**src/rtl/i3c_sdr_bus_monitor.sv**
```systemverilog
// Passive I3C SDR bus monitor. It synchronizes and deglitches SCL/SDA,
// detects START / Repeated START / STOP, and deserializes 9-bit frames
// (8 data bits MSB-first plus ACK/T-bit) into bytes and bus events.
module i3c_sdr_bus_monitor #(
    parameter int unsigned FILT_CYCLES = 2,
    parameter int unsigned CNT_W       = 8
) (
    input  logic             clk_i,
    input  logic             rst_ni,
    input  logic             enable_i,
    input  logic             scl_i,
    input  logic             sda_i,
    output logic             start_o,
    output logic             rstart_o,
    output logic             stop_o,
    output logic             byte_valid_o,
    output logic [7:0]       byte_o,
    output logic             ninth_o,
    output logic             addr_o,
    output logic             frame_err_o,
    output logic             busy_o,
    output logic [CNT_W-1:0] byte_cnt_o
);

    typedef enum logic [1:0] {IDLE, ADDR, DATA} state_e;

    localparam logic [3:0] FILT_LIM = 4'(FILT_CYCLES);

    // index 0 = SCL, index 1 = SDA
    logic [1:0] pins;
    logic [1:0] sync1, sync2, filt, filt_q;

    assign pins = {sda_i, scl_i};

    for (genvar g = 0; g < 2; g++) begin : g_line
        logic [3:0] fcnt;

        // Two-flop synchronizer, then a filter that flips only after the
        // synchronized value has disagreed for FILT_CYCLES consecutive clocks.
        always_ff @(posedge clk_i or negedge rst_ni) begin
            if (!rst_ni) begin
                sync1[g]  <= 1'b1;
                sync2[g]  <= 1'b1;
                filt[g]   <= 1'b1;
                filt_q[g] <= 1'b1;
                fcnt      <= '0;
            end else begin
                sync1[g]  <= pins[g];
                sync2[g]  <= sync1[g];
                filt_q[g] <= filt[g];
                if (sync2[g] != filt[g]) begin
                    if (fcnt + 4'd1 == FILT_LIM) begin
                        filt[g] <= sync2[g];
                        fcnt    <= '0;
                    end else begin
                        fcnt <= fcnt + 4'd1;
                    end
                end else begin
                    fcnt <= '0;
                end
            end
        end
    end

    logic scl_f, scl_q, sda_f, sda_q;
    logic scl_rise, scl_fall, start_cond, stop_cond;

    assign scl_f      = filt[0];
    assign scl_q      = filt_q[0];
    assign sda_f      = filt[1];
    assign sda_q      = filt_q[1];
    assign scl_rise   = scl_f & ~scl_q;
    assign scl_fall   = ~scl_f & scl_q;
    assign start_cond = scl_q & scl_f & sda_q & ~sda_f;
    assign stop_cond  = scl_q & scl_f & ~sda_q & sda_f;

    state_e           state, state_n;
    logic [3:0]       bit_cnt, bit_cnt_n;
    logic [3:0]       bits_done, bits_done_n;
    logic [7:0]       shift, shift_n;
    logic [7:0]       byte_n;
    logic             ninth_n, addr_n, busy_n;
    logic             start_n, rstart_n, stop_n, bv_n, ferr_n;
    logic [CNT_W-1:0] cnt_n;

    // Next-state and next-output decode of the frame state machine.
    // bits_done is bit_cnt as of the last SCL fall: the SCL rise that sets
    // up an Sr or STOP shifts a bit but is not part of the frame, so frame
    // errors are judged on completed (fallen) bits only.
    always_comb begin
        state_n     = state;
        bit_cnt_n   = bit_cnt;
        bits_done_n = bits_done;
        shift_n     = shift;
        byte_n      = byte_o;
        ninth_n     = ninth_o;
        addr_n      = addr_o;
        cnt_n       = byte_cnt_o;
        start_n     = 1'b0;
        rstart_n    = 1'b0;
        stop_n      = 1'b0;
        bv_n        = 1'b0;
        ferr_n      = 1'b0;
        if (!enable_i) begin
            state_n     = IDLE;
            bit_cnt_n   = '0;
            bits_done_n = '0;
        end else begin
            case (state)
                IDLE: begin
                    if (start_cond) begin
                        state_n     = ADDR;
                        start_n     = 1'b1;
                        bit_cnt_n   = '0;
                        bits_done_n = '0;
                        cnt_n       = '0;
                    end else if (stop_cond) begin
                        stop_n = 1'b1;
                    end
                end
                default: begin
                    if (start_cond) begin
                        rstart_n    = 1'b1;
                        ferr_n      = (bits_done != 4'd0);
                        state_n     = ADDR;
                        bit_cnt_n   = '0;
                        bits_done_n = '0;
                        cnt_n       = '0;
                    end else if (stop_cond) begin
                        stop_n      = 1'b1;
                        ferr_n      = (bits_done != 4'd0);
                        state_n     = IDLE;
                        bit_cnt_n   = '0;
                        bits_done_n = '0;
                    end else if (scl_rise) begin
                        if (bit_cnt == 4'd8) begin
                            bv_n      = 1'b1;
                            byte_n    = shift;
                            ninth_n   = sda_f;
                            addr_n    = (state == ADDR);
                            bit_cnt_n = '0;
                            state_n   = DATA;
                            if (byte_cnt_o != '1) cnt_n = byte_cnt_o + CNT_W'(1);
                        end else begin
                            shift_n   = {shift[6:0], sda_f};
                            bit_cnt_n = bit_cnt + 4'd1;
                        end
                    end else if (scl_fall) begin
                        bits_done_n = bit_cnt;
                    end
                end
            endcase
        end
        busy_n = (state_n != IDLE);
    end

    // State, frame counters and registered outputs.
    always_ff @(posedge clk_i or negedge rst_ni) begin
        if (!rst_ni) begin
            state        <= IDLE;
            bit_cnt      <= '0;
            bits_done    <= '0;
            shift        <= '0;
            byte_o       <= '0;
            ninth_o      <= 1'b0;
            addr_o       <= 1'b0;
            byte_cnt_o   <= '0;
            busy_o       <= 1'b0;
            start_o      <= 1'b0;
            rstart_o     <= 1'b0;
            stop_o       <= 1'b0;
            byte_valid_o <= 1'b0;
            frame_err_o  <= 1'b0;
        end else begin
            state        <= state_n;
            bit_cnt      <= bit_cnt_n;
            bits_done    <= bits_done_n;
            shift        <= shift_n;
            byte_o       <= byte_n;
            ninth_o      <= ninth_n;
            addr_o       <= addr_n;
            byte_cnt_o   <= cnt_n;
            busy_o       <= busy_n;
            start_o      <= start_n;
            rstart_o     <= rstart_n;
            stop_o       <= stop_n;
            byte_valid_o <= bv_n;
            frame_err_o  <= ferr_n;
        end
    end

endmodule

```
**config.mk**
```make
export PLATFORM = sky130hd
export DESIGN_NAME = i3c_sdr_bus_monitor
export DESIGN_NICKNAME = d
export VERILOG_FILES = /design/src/rtl/i3c_sdr_bus_monitor.sv
export SDC_FILE = /design/constraint.sdc
export NUM_CORES = 1
export LEC_CHECK = 0
export ABC_AREA = 1
export CAP_MARGIN = 20
export CORE_UTILIZATION = 30
export CTS_CLUSTER_SIZE = 8
export DETAILED_ROUTE_END_ITERATION = 10
export GPL_TIMING_DRIVEN = 0
export SYNTH_ARGS = -nofsm -noshare
export SYNTH_HDL_FRONTEND = slang
export SYNTH_SLANG_ARGS = --single-unit
```
**constraint.sdc**
```tcl
create_clock -name clk_i -period 2.1 [get_ports clk_i]
set_input_delay 0.525 -clock clk_i [delete_from_list [all_inputs] [get_ports clk_i]]
set_output_delay 0.525 -clock clk_i [all_outputs]
set_load 0.01 [all_outputs]
```
==> impl_metrics.json <==
{
  "syn_nets": 312,
  "peakVddDrop_uv": 289,
  "globalplace.congestion": 0.829,
  "critPathBufInv": 1,
  "p_leak_nw": 1.65,
  "ys_seq_area_share_pct": 53.0,
  "initial_core_util_pct": 31.3,
  "grt_pass1_vias": 1985,
  "io_buffers": 28,
  "max-cap-violations": 0,
  "dieArea_um2": 9580,
  "rows": 34,
  "routedWlPerCell_um": 11.2,
  "io_pins": 29,
  "clock_latency_ns": 0.34,
  "stdcell_area_um2": 3420,
  "intPower_mw": 2.14,
  "dp_hpwl_mm": 3.66,
  "dp_cells": 437,
  "worstSetupStartpointType": "flip-flop",
  "m1WireLength_mm": 2.30,
  "fin_crit_sh_pct": 91.8,
  "slew-limit-headroom_pct": 67.8,
  "finalSetupTns_ns": 0,
  "grt_usage_pct": 12.2,
  "cp.required_ns": 1.57,
  "vias": 2002,
  "final_nets": 352,
  "dr_wl_met3_um": 271,
  "clockBufferDepth": 2,
  "path_cells": "clkdlybuf4s50_1",
  "postLayoutCoreUtil_pct": 38.8,
  "h-tree-depth": 3,
  "worst_slew_pin_slew_ns": 0.483,
  "cpLargestDelayFamily": "buffers and inverters",
  "clkPwrFrac_pct": 39.3,
  "cts_resized": 0,
  "cts_hold_buf": 0,
  "grt-ovfl-total": 0,
  "dp_slack_ns": -0.0142,
  "cts_buffers": 9,
  "p_sw_share_pct": 28.2,
  "drt_iter0_drc": 90,
  "dr_wl_met2_mm": 2.40,
  "multiInputGateArea_um2": 1120,
  "die_h_um": 97.9,
  "synthToLayoutAreaGrowth_pct": 23.9,
  "final-hold-violation-count": 0,
  "power_density_nw_per_um2": 871,
  "core_um2": 8810,
  "finalSetupViolations": 0,
  "drive_gt1_share_pct": 19.4,
  "crit_fanout": 8,
  "fin_worst_skew_ns": 0.0141,
  "drt-total-wl_mm": 5.09,
  "ys_types": 27,
  "post_cts_buffers": 0,
  "die_w_um": 97.9,
  "clk_pin_slew_ns": 0.07,
  "critPathMaxStageDelay_ns": 0.58,
  "setup_ws_ns": 0.173,
  "ff_latch_area_um2": 1460,
  "antenna_left": 0,
  "holdCritPathClass": "in -> async",
  "violations": "DRC",
  "via_per_inst": 4.42,
  "cp.arrival_ns": 1.40,
  "worst_setup_path_end_kind": "output port",
  "critPathKind": "reg -> out",
  "netlist_instances": 300,
  "placed_cell_area_um2": 3190,
  "drc": 3,
  "finalNonFillerCells": 453,
  "syn_area_um2": 2760,
  "p_switching_uw": 841,
  "first_pass_iters": 7,
  "synth.avg_cell_area_um2": 9.20,
  "holdWs_ns": 0.141,
  "combPwrFrac_pct": 15.6,
  "cts-root-buf": "clkbuf_8",
  "status": "complete, but fails checks",
  "seq_power_share_pct": 45.1,
  "maxSlewViolCount": 0,
  "grt_max_degree": 40,
  "antenna_found_initial": 0,
  "rsz0062_at_grt": "false",
  "yosysWarnings": 0,
  "cts_sinks": 58,
  "total_power_mw": 2.98,
  "fin_crit_ns": 1.93,
  "grt_pass1_wl_mm": 9.00,
  "ys_seq_elements": 58,
  "fillCellCount": 876,
  "fmax_ghz": 0.519,
  "crit_slowest_cell": "clkdlybuf4s50_1",
  "top_layer": "met4",
  "n_antenna_cell": 0,
  "cts_tree": "done"
}
## registers in the layout, summed over array words and instances (netlist names), 2 cells and up
signal,cells
sync2,2
g_line.fcnt,8
bit_cnt,4
bits_done,4
state,2
byte_o,8
shift,8
sync1,2
byte_cnt_o,8
## cell families (layout without fill, tap and decap cells)
group                    count (synthesis)  after routing  synth area share (%)
AND/OR/NAND/NOR                        160            160                  27.5
flip-flops                              58             58                  53.0
buffers and inverters                   39             84                  6.49
AO/OA/AOI/OAI                           29             29                  7.62
adder cells (fa/ha/maj)                  7              7                  3.17
XOR/XNOR                                 7              7                  2.22
## power by group through the flow
stage          combinational, mW  sequential, mW  clock, mW
4_1_cts                    0.475            1.34       1.21
6_report                   0.466            1.34       1.17
3_3_place_gp               0.455            1.35          0
2_1_floorplan              0.346            1.35          0
3_5_place_dp               0.474            1.36          0
5_1_grt                    0.543            1.36       1.26
## area by class of cell
cell class | instances | share of cell area [%]
clock inverter | 4 | 2.16
timing repair buffer | 29 | 8.64
clock buffer | 12 | 4.54
multi-input combinational | 203 | 32.7
inverter | 37 | 4.21
tap | 108 | 3.95
sequential | 58 | 42.8
buffer | 2 | 1.02
## final timing paths
check,startpoint,endpoint,slack [ns],depth (start not counted)
setup / recovery,byte_cnt_o[5],byte_cnt_o[5],0.17,1
hold / removal,rst_ni,byte_cnt_o[4],0.14,1
setup reg to reg,bit_cnt[0],byte_cnt_o[2],0.43,9
hold reg to reg,sync1[0],sync2[0],0.36,0
max in group asynchronous,rst_ni,sda_q,1.33,2
min in group clk_i,sync1[0],sync2[0],0.36,0
## cells in the mapped netlist
| cell | number | area (um2) |
|---|---|---|
| dfstp_2 | 8 | 210 |
| xnor2_1 | 4 | 35.0 |
| nand2_2 | 6 | 37.5 |
| buf_12 | 1 | 20.0 |
| nand2_4 | 3 | 33.8 |
| nor2_1 | 34 | 128 |
| o21a_1 | 1 | 7.51 |
| o21ai_2 | 16 | 140 |
| xor2_1 | 3 | 26.3 |
| nand4_1 | 2 | 12.5 |
| inv_2 | 6 | 22.5 |
| nor2_2 | 2 | 12.5 |
| nand3_1 | 32 | 160 |
| nor2_8 | 1 | 20.0 |
| o21ai_0 | 8 | 40.0 |
| inv_1 | 30 | 113 |
| o21bai_1 | 1 | 7.51 |
| nor3_1 | 3 | 15.0 |
| buf_8 | 1 | 15.0 |
| nand3_4 | 1 | 17.5 |
| ha_1 | 7 | 87.6 |
| dfrtp_1 | 50 | 1250 |
| a21oi_1 | 3 | 15.0 |
| nand3b_1 | 2 | 15.0 |
| nor2_4 | 4 | 45.0 |
| nand2_1 | 70 | 263 |
| inv_6 | 1 | 8.76 |
## layout by cell type, fill, tap and decap left out, drive strengths merged, types with 3 or more instances in the layout
| cell type | count |
|---|---|
| a21oi | 3 |
| nand3 | 33 |
| buf | 4 |
| inv | 37 |
| dfstp | 8 |
| o21ai | 24 |
| nor2 | 41 |
| clkbuf | 12 |
| nor3 | 3 |
| xnor2 | 4 |
| clkdlybuf4s50 | 27 |
| ha | 7 |
| dfrtp | 50 |
| nand2 | 79 |
| xor2 | 3 |
## layer usage
metal	vias up	GRT usage, %
met5	-	0
met4	0	6.64
met3	10	4.65
met2	46	18.9
met1	917	14.6
li1	1029	-
(Power assumes the default switching activity.)
